File: config.mk
export PLATFORM = sky130hd
export DESIGN_NAME = divider_master
export DESIGN_NICKNAME = d
export VERILOG_FILES = /design/src/rtl/divider_master.sv
export SDC_FILE = /design/constraint.sdc
export NUM_CORES = 1
export LEC_CHECK = 0
export ABC_AREA = 1
export CORE_MARGIN = 8
export CORE_UTILIZATION = 42
export DETAILED_ROUTE_END_ITERATION = 12
export PLACE_DENSITY = 0.66
export SLEW_MARGIN = 5
export SYNTH_ARGS = -nofsm -noshare
export SYNTH_HDL_FRONTEND = slang
export SYNTH_SLANG_ARGS = --single-unit
File: constraint.sdc
create_clock -name clk -period 5.4 [get_ports clk]
set_clock_uncertainty 0.1 [all_clocks]
set_input_delay 1.08 -clock clk [delete_from_list [all_inputs] [get_ports clk]]
set_output_delay 1.08 -clock clk [all_outputs]
set_load 0.03 [all_outputs]
File: src/rtl/divider_master.sv
// -----------------------------------------------------------------------------
// divider_master
// Sequential radix-2 non-restoring integer divider producing one quotient bit
// per clock. It shares the op_start/op_clear/state handshake and the state
// encoding of the Booth multiplier master, so a single controller drives both.
//
// Build option: define DIVIDER_SIGNED_EN for two's-complement signed operands
// and results. Leave it undefined for an unsigned-only divider.
//
// Ports:
//   clk          rising-edge clock
//   reset_n      synchronous active-low reset
//   op_start     start request, honoured only in IDLE
//   op_clear     abort / acknowledge, returns to IDLE (highest priority)
//   dividend     numerator, held stable from the request through START
//   divisor      denominator, same stability rule as dividend
//   quotient     result quotient, valid only in DONE, otherwise 0
//   remainder    result remainder, valid only in DONE, otherwise 0
//   div_by_zero  divisor was zero for the current result, valid only in DONE
//   state        IDLE=00, DONE=01, START=10, EXEC=11
// -----------------------------------------------------------------------------
module divider_master #(
    parameter int WIDTH = 64
) (
    input  logic             clk,
    input  logic             reset_n,
    input  logic             op_start,
    input  logic             op_clear,
    input  logic [WIDTH-1:0] dividend,
    input  logic [WIDTH-1:0] divisor,
    output logic [WIDTH-1:0] quotient,
    output logic [WIDTH-1:0] remainder,
    output logic             div_by_zero,
    output logic [1:0]       state
);

    typedef enum logic [1:0] {
        IDLE  = 2'b00,
        DONE  = 2'b01,
        START = 2'b10,
        EXEC  = 2'b11
    } state_t;

    localparam int CW = $clog2(WIDTH);
    localparam logic [CW-1:0] LAST = CW'(WIDTH - 1);

    state_t                  state_q;
    logic [CW-1:0]           cnt_q;
    logic signed [WIDTH:0]   prem_q;     // partial remainder, one extra bit for sign
    logic [WIDTH-1:0]        qsr_q;      // dividend magnitude shifting out, quotient in
    logic [WIDTH-1:0]        dvs_q;      // divisor magnitude
    logic                    sgn_a_q;
    logic                    sgn_b_q;
    logic                    dbz_q;
    logic [WIDTH-1:0]        quot_q;
    logic [WIDTH-1:0]        rem_q;
    logic                    dbz_out_q;

    // Operand magnitudes and signs captured in START
    logic                    sgn_a_d;
    logic                    sgn_b_d;
    logic [WIDTH-1:0]        mag_a_d;
    logic [WIDTH-1:0]        mag_b_d;

    always_comb begin
`ifdef DIVIDER_SIGNED_EN
        sgn_a_d = dividend[WIDTH-1];
        sgn_b_d = divisor[WIDTH-1];
        // The most-negative value maps onto itself, which is the correct
        // unsigned magnitude 2^(WIDTH-1).
        mag_a_d = sgn_a_d ? -dividend : dividend;
        mag_b_d = sgn_b_d ? -divisor  : divisor;
`else
        sgn_a_d = 1'b0;
        sgn_b_d = 1'b0;
        mag_a_d = dividend;
        mag_b_d = divisor;
`endif
    end

    // One non-restoring iteration plus the final correction for the last one
    logic signed [WIDTH:0]   shifted_d;
    logic signed [WIDTH:0]   dvs_ext_d;
    logic signed [WIDTH:0]   prem_d;
    logic [WIDTH-1:0]        qsr_d;
    logic [WIDTH-1:0]        rem_mag_d;
    logic [WIDTH-1:0]        quot_d;
    logic [WIDTH-1:0]        rem_d;

    always_comb begin
        shifted_d = {prem_q[WIDTH-1:0], qsr_q[WIDTH-1]};
        dvs_ext_d = {1'b0, dvs_q};
        // The sign of the old remainder picks subtract or add; the shifted
        // value may wrap, but the sum always lands back in [-D, D).
        prem_d    = prem_q[WIDTH] ? (shifted_d + dvs_ext_d) : (shifted_d - dvs_ext_d);
        qsr_d     = {qsr_q[WIDTH-2:0], ~prem_d[WIDTH]};
        // Restoring a negative final remainder; the result fits in WIDTH bits.
        rem_mag_d = prem_d[WIDTH] ? (prem_d[WIDTH-1:0] + dvs_q) : prem_d[WIDTH-1:0];
        // With a zero divisor the iterations yield all ones and |dividend|;
        // forcing all ones keeps the quotient independent of operand signs.
        if (dbz_q) begin
            quot_d = '1;
        end else if (sgn_a_q ^ sgn_b_q) begin
            quot_d = -qsr_d;
        end else begin
            quot_d = qsr_d;
        end
        rem_d = sgn_a_q ? -rem_mag_d : rem_mag_d;
    end

    always_ff @(posedge clk) begin
        if (!reset_n) begin
            state_q   <= IDLE;
            cnt_q     <= '0;
            prem_q    <= '0;
            qsr_q     <= '0;
            dvs_q     <= '0;
            sgn_a_q   <= 1'b0;
            sgn_b_q   <= 1'b0;
            dbz_q     <= 1'b0;
            quot_q    <= '0;
            rem_q     <= '0;
            dbz_out_q <= 1'b0;
        end else if (op_clear) begin
            state_q   <= IDLE;
            quot_q    <= '0;
            rem_q     <= '0;
            dbz_out_q <= 1'b0;
        end else begin
            case (state_q)
                IDLE: begin
                    if (op_start) begin
                        state_q <= START;
                    end
                end
                START: begin
                    qsr_q   <= mag_a_d;
                    dvs_q   <= mag_b_d;
                    sgn_a_q <= sgn_a_d;
                    sgn_b_q <= sgn_b_d;
                    dbz_q   <= (divisor == '0);
                    prem_q  <= '0;
                    cnt_q   <= '0;
                    state_q <= EXEC;
                end
                EXEC: begin
                    prem_q <= prem_d;
                    qsr_q  <= qsr_d;
                    if (cnt_q == LAST) begin
                        state_q   <= DONE;
                        quot_q    <= quot_d;
                        rem_q     <= rem_d;
                        dbz_out_q <= dbz_q;
                    end else begin
                        cnt_q <= cnt_q + 1'b1;
                    end
                end
                DONE: begin
                    state_q <= DONE;
                end
                default: begin
                    state_q <= IDLE;
                end
            endcase
        end
    end

    assign quotient    = quot_q;
    assign remainder   = rem_q;
    assign div_by_zero = dbz_out_q;
    assign state       = state_q;

endmodule

* Word-level counts from Yosys, hierarchy flattened
Index checks and enable logic that the tools add are counted.
** Storage, ports and cells
- Bits in registers :: 331
- Bits of input ports :: 132
- Output and inout bits :: 131
** Operators by class
- $add $sub $neg :: 4
- Equality and inequality tests :: 7
- Multiplexer cells :: 10
- Bitwise logic cells :: 3
- Reduce and logical (&&, ||, !) cells :: 9
** Operator list (count)
- 65-bit one-hot mux with 2 select lines :: 1
- 64-bit two-way mux :: 2
- 64-bit one-hot mux with 2 select lines :: 1
- 65-bit adder :: 1
- 65-bit two-way mux :: 1
- 65-bit subtractor :: 1
- 64-bit adder :: 1
- 64-bit zero test :: 1
- 6-bit one-hot mux with 2 select lines :: 1
- 2-bit one-hot mux with 4 select lines :: 1
- 2-bit AND reduction :: 4
- 6-bit by 1-bit adder with 6-bit output, second input constant :: 1
- 6-bit equality test, second input constant :: 1
- 6-bit two-way mux :: 1
- 2-bit inequality test, second input constant :: 3
- 2-bit equality test, second input constant :: 2
- 2-bit two-way mux :: 2
- 1-bit NOT :: 3
- 3-bit AND reduction :: 1
- 2-bit by 1-bit equality test with 1-bit output, second input constant :: 1
- 2-bit zero test :: 1
- 2-bit nonzero test :: 1
- 2-bit OR reduction :: 1

* Logic depth before layout (Yosys ltp)
- Word-level depth :: 4
- Mapped depth :: 46
- Mapped depth without buffers :: 46

* Worst setup path before layout
No wires, ideal clock.
- Kind :: register to register
- Start :: reg dvs_q[1]
- End :: reg rem_q[60], in the netlist remainder[60]
- Data arrival time :: 4.569 ns
- Data required time :: 5.229 ns
- Slack :: 0.660 ns
- Cell stages (with the launch flop) :: 41
- Buffers on the path :: 0
- Clock period less this slack :: 4.740 ns
- Cell sequence :: dfxtp_1 -> inv_2 -> nand3_2 -> nor2_2 -> nand4_1 -> nor2_2 -> nand3_2 -> nor3_2 -> inv_2 -> nor2_2 -> nand3_1 -> nor2_1 -> nand3_1 -> nand3_1 -> nand2_1 -> ha_1 -> nand2_1 -> nor2_1 -> [5 not listed] -> nand2_1 -> xor2_1 -> inv_1 -> ha_1 -> nand2_1 -> nor2_1 -> inv_1 -> nor2_1 -> inv_1 -> nor4_1 -> nand2_1 -> nand2_1 -> nand2_1 -> nand2_1 -> nand2_1 -> nand2_1 -> nand2_1 -> a21oi_1
** Between the ends
- Longest elaborated chain between the ends :: 4
- Elaborated cells between the ends (all ways) :: 5
** Ends and longest elaborated chain
- from (decl) :: RTL line 51 : logic [WIDTH-1:0] dvs_q;
- from (signal assigned) :: RTL line 138 : dvs_q <= mag_b_d;
- 65-bit subtractor or 65-bit adder (tied branches) :: RTL line 95 : prem_d = prem_q[WIDTH] ? (shifted_d + dvs_ext_d) : (shifted_d - dvs_ext_d);
- 65-bit two-way mux :: RTL line 95
- 64-bit adder :: RTL line 98 : rem_mag_d = prem_d[WIDTH] ? (prem_d[WIDTH-1:0] + dvs_q) : prem_d[WIDTH-1:0];
- 64-bit two-way mux * :: RTL line 98
- to (signal assigned) :: RTL line 152 : rem_q <= rem_d;
- to (decl) :: RTL line 56 : logic [WIDTH-1:0] rem_q;
Mark *: on every way between the ends. The rest lies on a longest branch, timed or not.
A chain may end at the register's enable or synchronous reset.

* Final worst setup path
- Start :: reg dvs_q[1]
- End :: reg rem_q[59], in the netlist remainder[59]
Same word-level chain as after synthesis.

==> impl_results.rst <==
.. list-table::
   :header-rows: 1

   * - Metric
     - Value
   * - Residual DRC
     - 0
   * - Largest area contributor in the synthesized netlist
     - dfxtp_1
   * - Number of levels in the clock H-tree
     - 2
   * - Most common cell on crit path
     - nand2_4
   * - Depth of the critical timing path with buffers and inverters included
     - 43
   * - Synthesis-stage register bit count
     - 331
   * - Number of detailed-routing iterations run before antenna repair
     - 6
   * - Post-synth top area share
     - 0.276
   * - Combinational share of power
     - 0.557
   * - Hold Crit Class
     - register to register
   * - Die height
     - 255 µm
   * - Pre-CTS setup slack
     - -1.01 ns
   * - Cell at the slowest stage of the critical path
     - ha_4
   * - Failing checks
     - negative setup slack
   * - Mean number of vias per cell
     - between 5 and 6
   * - Share of power burned in the clock network
     - 0.234
   * - # placed instances
     - 5313
   * - Gate Count Post-Synth
     - around 3800
   * - Clock Tree Root
     - clkbuf_16
   * - Synthesized netlist net count
     - 4056
   * - Overall routed net length
     - 115 mm
   * - Depth of the worst register-to-register path
     - 43
   * - Power density over the cells
     - between 300 and 400 mW/mm²
   * - Net load switching power
     - 5060 µW
   * - Overall overflow remaining after global route
     - 0
   * - Ys flop type
     - dfxtp_1
   * - Wire length of the first global-routing pass
     - between 150 and 200 mm
   * - Netlist Area Pre-Place
     - 0.0240 mm²
   * - Vias in the first global route
     - between 20000 and 30000
   * - Per-instance average area after synthesis
     - between 6 and 7 µm²
   * - Hold Vio Cnt, Final
     - 0
   * - Detailed-placement wirelength estimate
     - 89.2 mm
   * - Count of final max-slew check failures
     - 0
   * - Unrepaired setup endpoints after global routing
     - yes
   * - Initial cell density of the core
     - 0.425
   * - Worst-path maximum fanout
     - 4
   * - Sequential standard cell area
     - 0.00663 mm²
   * - Switching power share of the total
     - 0.419
   * - GRT Util Overall
     - 0.334
   * - Maximum frequency from static timing analysis
     - 0.176 GHz
   * - Antenna-violating nets left
     - 0
   * - Register area share after synthesis
     - 0.276
   * - Final Cycle Share
     - 1.05
   * - DRC violation total after the first TritonRoute iteration
     - around 3000
   * - Maximum vdd drop
     - 315 µV
   * - YS warnings
     - 0
   * - CTS tree
     - done
   * - Combined area of the multi-input logic cells
     - ~0.019 mm²
   * - Final Instance Area
     - about 0.038 mm²
   * - CTS buffer count
     - 39
   * - Post-synthesis async set-or-reset flop share
     - 0
   * - Full die area
     - 0.0651 mm²
   * - Nature of the critical path endpoint
     - register
   * - Clk pin slew, worst setup/hold paths
     - around 0.070 ns
   * - Mean routed wirelength per cell
     - about 21 µm
   * - Required arrival time at the worst endpoint
     - 5.83 ns
   * - Number of vias after detailed routing
     - 30200
   * - Clk sink count
     - 331
   * - Worst slew margin
     - 0.362
   * - Actual slew at the worst max-slew pin
     - roughly 0.96 ns
   * - Library cell with the highest instance count after synthesis
     - nand2_1
   * - Endpoints failing setup
     - 32
   * - Critical path startpoint category
     - register
   * - CTS Hold Buffers Added
     - 0
   * - CTS Buffer Depth
     - 3
   * - Post-synth EDFFs
     - 0
   * - Port Buffer Count
     - 262
   * - Nets
     - roughly 5000
   * - CP peak stage delay
     - roughly 0.34 ns
   * - Count of buffer and inverter cells on the critical path
     - 11
   * - Source-to-sink clock delay at the later pin of the worst-skew pair
     - approximately 0.60 ns
   * - Number of cells traversed by the worst hold path
     - 2
   * - Total cell area at the placement stage
     - 0.0319 mm²
   * - Boundary pin count
     - 263
   * - Maximum number of pins on one net before global-route repair
     - 111
   * - Final setup slack of the worst path
     - -0.293 ns
   * - Total core area
     - approximately 0.056 mm²
   * - Kind of critical path
     - register to register
   * - Reported leakage power
     - 0.0169 µW
   * - Pint
     - around 7000 µW
   * - Worst path arrival time
     - 6.12 ns
   * - Fillers
     - 4988
   * - Horizontal extent of the die
     - about 260 µm
   * - Initial antenna violation count
     - 4
   * - Non-filler cells in the finished layout
     - 5481
   * - Number of standard-cell rows in the floorplan
     - between 80 and 90
   * - MaxCap Viol Count
     - 0
   * - Status
     - finished, violations left
   * - Min Tclk post-route
     - 5.69 ns
   * - Netlist cell types
     - 53
   * - Critical path's top delay family
     - simple AND/OR/NAND/NOR gates
   * - Cells taking the most area after synthesis
     - dfxtp_1 (28%), nand2_1 (14%), a21oi_1 (9.0%), inv_1 (7.1%), ha_1 (6.9%)
   * - Area delta synth->final
     - 57.9%
   * - Share of final-layout standard cells stronger than drive strength 1
     - 0.349
   * - Routability congestion estimate
     - 1.02
   * - Most frequent cells after synthesis
     - nand2_1 (868), inv_1 (454), a21oi_1 (430)
   * - Power share of the sequential group
     - 0.209
-- logic make-up after synthesis --
kind of cell	synth area share
AND/OR/NAND/NOR	0.296
AO/OA/AOI/OAI	0.212
buffers and inverters	0.0985
flip-flops	0.276
adder cells (fa/ha/maj)	0.0704
XOR/XNOR	0.0481
-- sequential cells by signal, indices dropped and copies added, names as in the netlist, 2 cells and up --
register,cells
dvs_q,64
quotient,64
cnt_q,6
qsr_q,64
remainder,64
state,2
prem_q,65
-- layer usage --
metal  up-vias  global-route usage  part of all wire
met5         -                   0          0.000087
met4         2               0.105             0.036
met3       230              0.0592             0.094
met2      1392               0.502              0.42
met1     14300               0.481              0.45
li1      14300                   -                 -
-- stage by stage --
stage	total power, µW	setup TNS [ns]	hold WS [ns]	util
after floorplan	5070	0	0.335	-
after global placement	7370	-21.29	0.352	0.565
after detailed placement	7360	-21.46	0.358	0.565
after CTS	10800	-4.79	0.367	0.620
after global routing	12600	-16.89	0.377	0.672
final	12100	-4.72	0.363	0.672
-- worst register-to-register path: cells and delay by family (launching register included) --
kind / cells / cell delay [ns]
xor+xnor: 2 / 0.24
fa+ha+maj: 2 / 0.64
simple gates: 27 / 3.04
compound gates: 1 / 0.16
flops: 1 / 0.32
buf+inv: 11 / 1.12
-- cell type report --
type,count,share of cell area
antenna,3,0.000198
timing repair buffer,995,0.219
sequential,331,0.175
clock buffer,56,0.0290
clock inverter,16,0.00676
inverter,471,0.0472
multi-input combinational,2853,0.498
tap,756,0.0249
-- placed cells by master (no fill, tap or decap), types with 21 or more instances in the layout --
cell / Yosys / final
xnor2_1: 38 / 30
a211oi_1: 46 / 46
dfxtp_1: 331 / 329
nand2_4: 0 / 35
nor2_1: 372 / 201
nor4_1: 37 / 31
o21ai_0: 282 / 213
nand3_2: 9 / 55
nor2_2: 14 / 100
nand2_2: 23 / 127
clkbuf_16: 0 / 39
ha_1: 132 / 79
nand4_1: 23 / 23
clkdlybuf4s50_1: 0 / 261
a21oi_1: 430 / 322
nand3_1: 212 / 159
ha_4: 0 / 52
a21oi_4: 0 / 21
o21bai_1: 32 / 22
nor3_1: 86 / 65
o22ai_1: 25 / 25
nor2_4: 1 / 86
a21oi_2: 14 / 101
buf_6: 5 / 25
inv_2: 15 / 94
o21ai_1: 11 / 40
buf_4: 1 / 702
xor2_1: 94 / 69
nand2_1: 868 / 726
o21ai_2: 14 / 45
inv_1: 454 / 367
-- power by group through the flow --
stage | clock network (µW) | registers, µW | logic [µW]
6_report | 2830 | 2520 | 6730
5_1_grt | 2970 | 2520 | 7150
4_1_cts | 2870 | 2520 | 5410
3_5_place_dp | 0 | 2570 | 4790
3_3_place_gp | 0 | 2570 | 4800
2_1_floorplan | 0 | 2570 | 2500
-- what timing repair did --
action,in CTS,in global routing
setup buffers,35,59
pin swaps,91,193
resized for setup,404,624
endpoints found under the setup margin,42,57
-- worst paths after layout --
path                 startpoint            end  slack (ns)
hold reg to reg   remainder[54]  remainder[54]        0.36
setup / recovery       dvs_q[1]  remainder[59]       -0.29
hold / removal    remainder[54]  remainder[54]        0.36
setup reg to reg       dvs_q[1]  remainder[59]       -0.29
(Power assumes the default switching activity.)
